<file path="config.mk">
export PLATFORM = sky130hd
export DESIGN_NAME = scan_1011_ctrl_flat
export DESIGN_NICKNAME = d
export VERILOG_FILES = /design/src/rtl/scan_pkg.sv /design/src/rtl/scan_1011_ctrl_if.sv /design/src/rtl/seq_det_1011.sv /design/src/rtl/scan_1011_ctrl.sv /design/src/flat_wrapper.sv
export SDC_FILE = /design/constraint.sdc
export NUM_CORES = 1
export LEC_CHECK = 0
export ABC_CLOCK_PERIOD_IN_PS = 1600
export BUFFER_PORTS_ARGS = -buffer_cell sky130_fd_sc_hd__buf_2
export CAP_MARGIN = 0
export CORE_MARGIN = 1
export CORE_UTILIZATION = 48
export CTS_CLUSTER_DIAMETER = 100
export DETAILED_ROUTE_END_ITERATION = 8
export PLACE_DENSITY = 0.73
export SYNTH_ARGS = -nofsm -noshare
export SYNTH_HDL_FRONTEND = slang
export SYNTH_SLANG_ARGS = --single-unit
</file>
<file path="constraint.sdc">
create_clock -name clk -period 1.6 [get_ports clk]
set_clock_uncertainty 0.15 [all_clocks]
set_input_delay 0.32 -clock clk [delete_from_list [all_inputs] [get_ports clk]]
set_output_delay 0.32 -clock clk [all_outputs]
set_load 0.1 [all_outputs]
</file>
<file path="src/rtl/scan_pkg.sv">
// Shared encodings and defaults for the 1011 word scanner.
// The SCAN_OVERLAP_EN macro, used in seq_det_1011, selects overlapping detection.
package scan_pkg;

    localparam int DEFAULT_WIDTH = 8;

    typedef enum logic [1:0] {
        IDLE  = 2'd0,
        SHIFT = 2'd1,
        DONE  = 2'd2
    } state_t;

    typedef enum logic [1:0] {
        D0 = 2'd0,
        D1 = 2'd1,
        D2 = 2'd2,
        D3 = 2'd3
    } det_t;

    // A WIDTH-bit word holds at most WIDTH/3+1 matches, so this width never overflows.
    function automatic int count_width(input int width);
        return $clog2(width) + 1;
    endfunction

endpackage

</file>
<file path="src/rtl/scan_1011_ctrl_if.sv">
// Word-in / count-out handshake bundle for scan_1011_ctrl.
// master drives words and takes results; slave is the controller.
interface scan_1011_ctrl_if
    import scan_pkg::*;
#(
    parameter int WIDTH = DEFAULT_WIDTH
);
    logic                      in_valid;
    logic [WIDTH-1:0]          in_data;
    logic                      in_ready;
    logic                      out_valid;
    logic [$clog2(WIDTH):0]    out_count;
    logic                      out_ready;
    logic                      busy;

    modport master (
        output in_valid, in_data, out_ready,
        input  in_ready, out_valid, out_count, busy
    );

    modport slave (
        input  in_valid, in_data, out_ready,
        output in_ready, out_valid, out_count, busy
    );
endinterface

</file>
<file path="src/rtl/seq_det_1011.sv">
// Mealy detector for the bit pattern 1011, one bit per enabled cycle.
// SCAN_OVERLAP_EN lets the final 1 of a match start the next one.
module seq_det_1011
    import scan_pkg::*;
(
    input  logic clk,
    input  logic rst_n,
    input  logic clr,
    input  logic en,
    input  logic din,
    output logic hit
);

    det_t st;

    assign hit = en && din && (st == D3);

    always_ff @(posedge clk or negedge rst_n) begin
        if (!rst_n) begin
            st <= D0;
        end else if (clr) begin
            st <= D0;
        end else if (en) begin
            case (st)
                D0: st <= din ? D1 : D0;
                D1: st <= din ? D1 : D2;
                D2: st <= din ? D3 : D0;
                D3: begin
`ifdef SCAN_OVERLAP_EN
                    st <= din ? D1 : D2;
`else
                    st <= din ? D0 : D2;
`endif
                end
                default: st <= D0;
            endcase
        end
    end

endmodule

</file>
<file path="src/rtl/scan_1011_ctrl.sv">
// Accepts a word, shifts it MSB first through seq_det_1011 and reports the match count.
// Overlapping detection is selected by SCAN_OVERLAP_EN inside the detector.
module scan_1011_ctrl
    import scan_pkg::*;
#(
    parameter int WIDTH = DEFAULT_WIDTH
)(
    input  logic             clk,
    input  logic             rst_n,
    scan_1011_ctrl_if.slave  bus
);

    localparam int CW = $clog2(WIDTH);

    state_t           state;
    logic [WIDTH-1:0] shreg;
    logic [CW-1:0]    bitcnt;
    logic             accept;
    logic             det_en;
    logic             hit;

    assign accept = (state == IDLE) && bus.in_valid && bus.in_ready;
    assign det_en = (state == SHIFT);

    // Clearing on accept keeps detector state from leaking between words.
    seq_det_1011 u_det (
        .clk   (clk),
        .rst_n (rst_n),
        .clr   (accept),
        .en    (det_en),
        .din   (shreg[WIDTH-1]),
        .hit   (hit)
    );

    always_ff @(posedge clk or negedge rst_n) begin
        if (!rst_n) begin
            state         <= IDLE;
            shreg         <= '0;
            bitcnt        <= '0;
            bus.out_count <= '0;
            bus.out_valid <= 1'b0;
            bus.in_ready  <= 1'b1;
            bus.busy      <= 1'b0;
        end else begin
            case (state)
                IDLE: begin
                    if (accept) begin
                        shreg         <= bus.in_data;
                        bitcnt        <= '0;
                        bus.out_count <= '0;
                        bus.in_ready  <= 1'b0;
                        bus.busy      <= 1'b1;
                        state         <= SHIFT;
                    end
                end
                SHIFT: begin
                    shreg  <= {shreg[WIDTH-2:0], 1'b0};
                    bitcnt <= bitcnt + 1'b1;
                    if (hit) begin
                        bus.out_count <= bus.out_count + 1'b1;
                    end
                    if (bitcnt == CW'(WIDTH - 1)) begin
                        bus.out_valid <= 1'b1;
                        state         <= DONE;
                    end
                end
                DONE: begin
                    if (bus.out_ready) begin
                        bus.out_valid <= 1'b0;
                        bus.busy      <= 1'b0;
                        bus.in_ready  <= 1'b1;
                        state         <= IDLE;
                    end
                end
                default: begin
                    state <= IDLE;
                end
            endcase
        end
    end

endmodule

</file>
<file path="src/flat_wrapper.sv">
// flat-port wrapper written by rule: the top's interface ports become plain ports
module scan_1011_ctrl_flat import scan_pkg::*;
#(
    parameter int WIDTH = DEFAULT_WIDTH
)
  (clk, rst_n, bus_in_valid, bus_in_data, bus_out_ready, bus_in_ready, bus_out_valid, bus_out_count, bus_busy);
  scan_1011_ctrl_if #(.WIDTH(WIDTH)) bus_i ();
  input  logic clk;
  input  logic rst_n;
  input wire logic [$bits(bus_i.in_valid)-1:0] bus_in_valid;
  input wire logic [$bits(bus_i.in_data)-1:0] bus_in_data;
  input wire logic [$bits(bus_i.out_ready)-1:0] bus_out_ready;
  output wire logic [$bits(bus_i.in_ready)-1:0] bus_in_ready;
  output wire logic [$bits(bus_i.out_valid)-1:0] bus_out_valid;
  output wire logic [$bits(bus_i.out_count)-1:0] bus_out_count;
  output wire logic [$bits(bus_i.busy)-1:0] bus_busy;
  assign bus_i.in_valid = bus_in_valid;
  assign bus_i.in_data = bus_in_data;
  assign bus_i.out_ready = bus_out_ready;
  assign bus_in_ready = bus_i.in_ready;
  assign bus_out_valid = bus_i.out_valid;
  assign bus_out_count = bus_i.out_count;
  assign bus_busy = bus_i.busy;
  scan_1011_ctrl #(.WIDTH(WIDTH)) u_core (.clk(clk), .rst_n(rst_n), .bus(bus_i));
endmodule
</file>
== Word level (Yosys, flattened, before mapping) ==
Cells that the tools add are included.
Word-level totals
  bits in registers: 22
  input bits: 12
  output and inout port bits: 7
  word-level logic and storage cells: 61
Operators by class
  add/sub/neg operators: 2
  equality and inequality tests: 10
  mux-type cells: 26
  reduce and logical (&&, ||, !) cells: 15
Operators with widths (number)
  2-to-1 mux 2 bit: 8
  one-hot mux 8 bit (2 select lines): 1
  AND reduction 3 bit: 4
  2-to-1 mux 4 bit: 2
  2-to-1 mux 8 bit: 1
  one-hot mux 2 bit (4 select lines): 1
  one-hot mux 4 bit (2 select lines): 1
  nonzero test 2 bit: 4
  equality test 2 bit, second input constant: 3
  2-to-1 mux 1 bit: 6
  inequality test 2 x 1 -> 1 bit, second input constant: 3
  one-hot mux 1 bit (2 select lines): 3
  one-hot mux 2 bit (3 select lines): 1
  one-hot mux 3 bit (2 select lines): 1
  adder 4 x 1 -> 4 bit, second input constant: 1
  equality test 2 x 1 -> 1 bit, second input constant: 2
  logical AND 1 bit: 4
  logical NOT 2 bit: 2
  adder 3 x 1 -> 3 bit, second input constant: 1
  equality test 3 bit, second input constant: 1
  2-to-1 mux 3 bit: 1
  inequality test 2 bit, second input constant: 1
  AND reduction 2 bit: 1

== Longest topological paths before layout ==
  depth in word-level cells: 5
  mapped depth: 5
  gate-level depth less buffers: 4

== Modules after synthesis ==
A second synthesis with hierarchy kept.
Unflattened totals
  cell total of the unflattened synthesis: 111
  area total of the unflattened synthesis: 1039.7 µm²
By module, submodules not included
  scan_1011_ctrl: instances 1, cells each 99, area an instance 934.6 µm², seq. area each 501.7 µm²
  seq_det_1011: instances 1, cells each 12, area an instance 105.1 µm², seq. area each 50.0 µm²

== Worst setup path after synthesis ==
No wires, ideal clock.
  kind: register -> register
  start: register u_core.bus.in_ready
  end: register u_core.shreg[5]
  setup time: 0.123 ns
  arrival: 1.615 ns
  required time: 1.327 ns
  setup slack: -0.288 ns
  cell stages (with the launch flop): 6
  path buffers: 2
  period minus slack after synthesis: 1.888 ns
  path through: dfstp_2 -> and4bb_1 -> buf_6 -> buf_6 -> mux2i_1 -> o21ai_1
On the way
  longest elaborated chain between the ends: 3
Ends and longest elaborated chain
  start: declaration: RTL line scan_1011_ctrl_if.sv:23  | output in_ready, out_valid, out_count, busy
  start signal: assignment: RTL line scan_1011_ctrl.sv:42  | bus.in_ready <= 1'b1;
  start signal: assignment: RTL line scan_1011_ctrl.sv:51  | bus.in_ready <= 1'b0;
  start signal: assignment: RTL line scan_1011_ctrl.sv:71  | bus.in_ready <= 1'b1;
  logical AND 1 bit: RTL line scan_1011_ctrl.sv:22  | assign accept = (state == IDLE) && bus.in_valid && bus.in_ready;
  inequality test 2 x 1 -> 1 bit (no source line)
  AND reduction 2 bit (no source line)
  end signal: assignment: RTL line scan_1011_ctrl.sv:48  | shreg <= bus.in_data;
  end signal: assignment: RTL line scan_1011_ctrl.sv:57  | shreg <= {shreg[WIDTH-2:0], 1'b0};
  end: declaration: RTL line scan_1011_ctrl.sv:16  | logic [WIDTH-1:0] shreg;
Every way passes these cells.
A chain may end at the register's enable or synchronous reset.

== Worst setup path in the final report ==
  start: register u_core.bus.in_ready
  end: output bus_in_ready
RTL lines
  end: declaration: RTL line flat_wrapper.sv:13  | output wire logic [$bits(bus_i.in_ready)-1:0] bus_in_ready;
No word-level cell between the ends.

==> run summary <==
The flow ran to the end, but the final reports show violations. The final reports fail on negative setup slack. Across the run, the number of max-cap violations was 0.

Synthesis produced a netlist with a net count of 116. The combinational share of power came out at 0.032. Port buffering added 18 buffers. The placed instances occupy a cell area of 0.00124 mm².

The run gives 1 as the number of H-tree levels. Yosys mapped the design onto 31 distinct sky130hd cell types. The run gives 0.227 as the met1 track demand over resource in global routing.

Clock-pin slew was measured on the worst setup and hold paths at 0.12 ns. For the final standard cell count with taps included and fillers excluded, the log shows 154. The sequential share of the synthesized area is 0.516.

The clock period minus worst slack came out at 1.67 ns. Worst slew margin relative to its limit: 0.671. In the routed layout, each cell is associated on average with a via count of 5.28. The tools report the initial antenna violation count as 0. On the worst path, the slowest cell contributes a delay of 0.64 ns.

The fraction of layout cells with a size suffix above 1 is 0.339. For the total instance count after detailed placement, the log shows 147. The signed area change from the synthesized netlist to the final layout was 25.1%; the switching component of the power was 0.000181 W.

Worst setup path startpoint: u_core.bus.in_ready. The average size of a mapped cell was 10.6 µm². The critical path contains buffers and inverters numbering 2 combined.

TritonCTS built the clock tree. The total count of hold-check failures in the final report came out at 0. The run gives -0.0701 ns as the slack of the critical path.

The tools report the startpoint type of the worst setup path as a flip-flop. Entering global routing, the biggest net connects 23 pins. The average wire per standard cell was 12.5 µm. The later pin in the worst-skew pair is clocked with a latency of 0.31 ns.

0 antenna diodes ended up in the layout. For the final routed database, the setup TNS stands at -0.0943 ns. The category of the worst setup path capture point is a primary output. Via count of the first global-routing pass: 783. The final-layout fill cell count is 165. The floorplan step defined a die boundary enclosing 0.00242 mm². The synthesized netlist occupies a cell area of 0.00107 mm².

Final standard cell area without fillers: 0.00134 mm². The total routing usage reported by global routing came out at 0.185. The number of clock buffers inserted by TritonCTS is 3. The global routing's busiest layer is met2.

The library cell used most frequently in the layout, excluding fill and tap cells, is sky130_fd_sc_hd__dfrtp_1. The number of placement rows is 16. The region available for standard cell placement spans 0.00202 mm². The clock share of power was 0.343. The worst flop-to-flop path startpoint was u_core.bus.in_ready. For the worst setup path, the data required time is 1.13 ns. At the pin with the least slew margin, the transition time is 0.494 ns. The first routing iteration left 21 violations.

The power per cell area is 665 mW/mm², and the internal power component is 0.000707 W. In the layout the commonest cells are sky130_fd_sc_hd__dfrtp_1 (18), sky130_fd_sc_hd__nand2_1 (17), sky130_fd_sc_hd__buf_2 (11). The first global-routing pass estimated 3400 µm of wire. The fraction of the cycle the final worst path needs works out to 1.04.

The setup violation total in the final timing report is 3. Timing would allow up to 0.599 GHz. The critical path is of the reg -> out type. In the final layout, the multi-input gates occupy 477 µm². The switching share of power works out to 0.204.

The tools report the final HPWL from detailed placement as 1440 µm. Setup repair after global routing could not meet its margin everywhere. Final hold analysis gives a worst-case slack of 0.0607 ns. The analysis attributes to cell leakage a power of 0.591 nW.

Global-route track usage on met3: 0.0405. The tools report the flip-flop and latch area as 559 µm². Once detail routing completed, the nets flagged for antenna violations numbered 0. The biggest fanout along the worst timing path is 2. The synthesized design contains 22 register bits. The maximum buffer depth of the clock tree was 2; the y dimension of the die was 49.2 µm. The kind of path behind the tightest hold check was in -> reg. The tools report the arrival time of the worst setup path as 1.20 ns. The overall power after layout is 0.000888 W, and the met2 usage is 0.320. The maximum resistive drop on vdd is 0.565 mV, and the final weighted congestion of routability-driven global placement is 0.733. The worst-path cell with the longest stage delay was sky130_fd_sc_hd__dfstp_4. Among cell families on the critical path, the largest total delay comes from flip-flops. Walking the worst path, the cells encountered are buf_6, buf_12. The Yosys warning count is 0.

For this block, the via count after detailed routing is 813. For this run the aggregate overflow at the end of global routing stands at 0. In the synthesized netlist, the number of instances is 101. The sequential power share was 0.626. The root buffer cell chosen for the clock tree is sky130_fd_sc_hd__clkbuf_4. The run gives 0 as the total count of max-transition violations in the final report. The first TritonRoute pass finished after 4 iterations. The launch instance of the worst min-delay path is bus_out_ready.

The tree built by TritonCTS fans out to 22 sinks. In this run the count of I/O pins placed on the die edge is 19. The net count of the finished layout is 143.

Count of unresolved DRC violations after routing: 0. The starting density of the core was 0.528; the die boundary width was 49.2 µm. The routed design has 1930 µm of wire.
-- cells by family (layout without fill, tap and decap cells) --
| kind of cell | after synthesis | after routing | share of synthesized area |
|---|---|---|---|
| fa+ha+maj | 3 | 3 | 0.0351 |
| compound gates | 26 | 26 | 0.145 |
| mux | 10 | 10 | 0.0995 |
| buf+inv | 8 | 34 | 0.0503 |
| simple gates | 32 | 32 | 0.153 |
| flops | 22 | 22 | 0.516 |
-- synth_stat cells --
cell type                    n  area share
sky130_fd_sc_hd__a211o_2     1      0.0094
sky130_fd_sc_hd__a21boi_1    1      0.0070
sky130_fd_sc_hd__a21o_1      1      0.0070
sky130_fd_sc_hd__a21oi_1     4       0.019
sky130_fd_sc_hd__a22o_1      1      0.0082
sky130_fd_sc_hd__a2bb2oi_1   1      0.0082
sky130_fd_sc_hd__and2b_2     1      0.0082
sky130_fd_sc_hd__and4bb_1    1       0.012
sky130_fd_sc_hd__buf_2       1      0.0047
sky130_fd_sc_hd__buf_6       3       0.032
sky130_fd_sc_hd__clkbuf_1    1      0.0035
sky130_fd_sc_hd__dfrtp_1    21        0.49
sky130_fd_sc_hd__dfstp_2     1       0.025
sky130_fd_sc_hd__ha_1        3       0.035
sky130_fd_sc_hd__inv_1       3       0.011
sky130_fd_sc_hd__mux2_2      1       0.011
sky130_fd_sc_hd__mux2_4      1       0.014
sky130_fd_sc_hd__mux2i_1     8       0.075
sky130_fd_sc_hd__nand2_1    17       0.060
sky130_fd_sc_hd__nand2b_1    3       0.018
sky130_fd_sc_hd__nand3_1     2      0.0094
sky130_fd_sc_hd__nand3b_1    1      0.0070
sky130_fd_sc_hd__nor2_1      2      0.0070
sky130_fd_sc_hd__nor2b_1     2       0.012
sky130_fd_sc_hd__nor2b_2     1      0.0082
sky130_fd_sc_hd__nor3_1      1      0.0047
sky130_fd_sc_hd__o21ai_0     7       0.033
sky130_fd_sc_hd__o21ai_1     7       0.033
sky130_fd_sc_hd__o21bai_1    2       0.014
sky130_fd_sc_hd__o31ai_1     1      0.0070
sky130_fd_sc_hd__or2_4       1      0.0082
-- final timing paths --
path                       slack, ns  depth (start not counted)                      end
min in group asynchronous       0.34                          2       u_core.u_det.st[1]
hold reg to reg                 0.34                          1          u_core.bus.busy
max in group asynchronous       0.60                          2  u_core.bus.out_count[1]
hold / removal                  0.06                          2          u_core.state[1]
setup reg to reg               -0.02                          4          u_core.shreg[5]
setup / recovery               -0.07                          2             bus_in_ready
-- flip-flops by register name (all words and copies together) (netlist names) --
register	count
u_core.bitcnt	3
u_core.bus.busy	1
u_core.bus.in_ready	1
u_core.bus.out_count	4
u_core.bus.out_valid	1
u_core.shreg	8
u_core.state	2
u_core.u_det.st	2
-- per-layer routing --
layer,vias up,share of wire
met2,18,0.51
met5,-,0
met1,394,0.44
met4,0,0.012
met3,2,0.035
li1,399,-
-- final cells by class --
| cell class | instances | share of cell area |
|---|---|---|
| Multi-Input combinational cell | 71 | 0.357 |
| Clock buffer | 4 | 0.0272 |
| Tap cell | 27 | 0.0253 |
| Timing Repair Buffer | 27 | 0.164 |
| Sequential cell | 22 | 0.419 |
| Inverter | 3 | 0.00843 |
-- stage by stage --
stage | setup slack (ns) | util
3_5_place_dp | -0.00699 | 0.616
2_1_floorplan | -0.186 | -
6_report | -0.0701 | 0.661
4_1_cts | -0.0843 | 0.651
3_3_place_gp | 0.0279 | 0.616
5_1_grt | -0.114 | 0.661
-- power by group through the flow --
stage          Sequential (W)  Combinational, W  Clock [W]
2_1_floorplan        0.000566        0.00000188          0
3_3_place_gp         0.000566         0.0000264          0
3_5_place_dp         0.000566         0.0000272          0
4_1_cts              0.000556         0.0000293   0.000316
5_1_grt              0.000556         0.0000323   0.000340
6_report             0.000556         0.0000282   0.000304
-- timing repair --
item / in CTS / in global routing
buffers inserted: 1 / 1
gates resized for setup: 7 / 4
hold buffers: 1 / 0
endpoints found under the setup margin: 7 / 16
hold endpoints to repair: 21 / 0
Note: power is estimated with default switching activity, not from simulation.
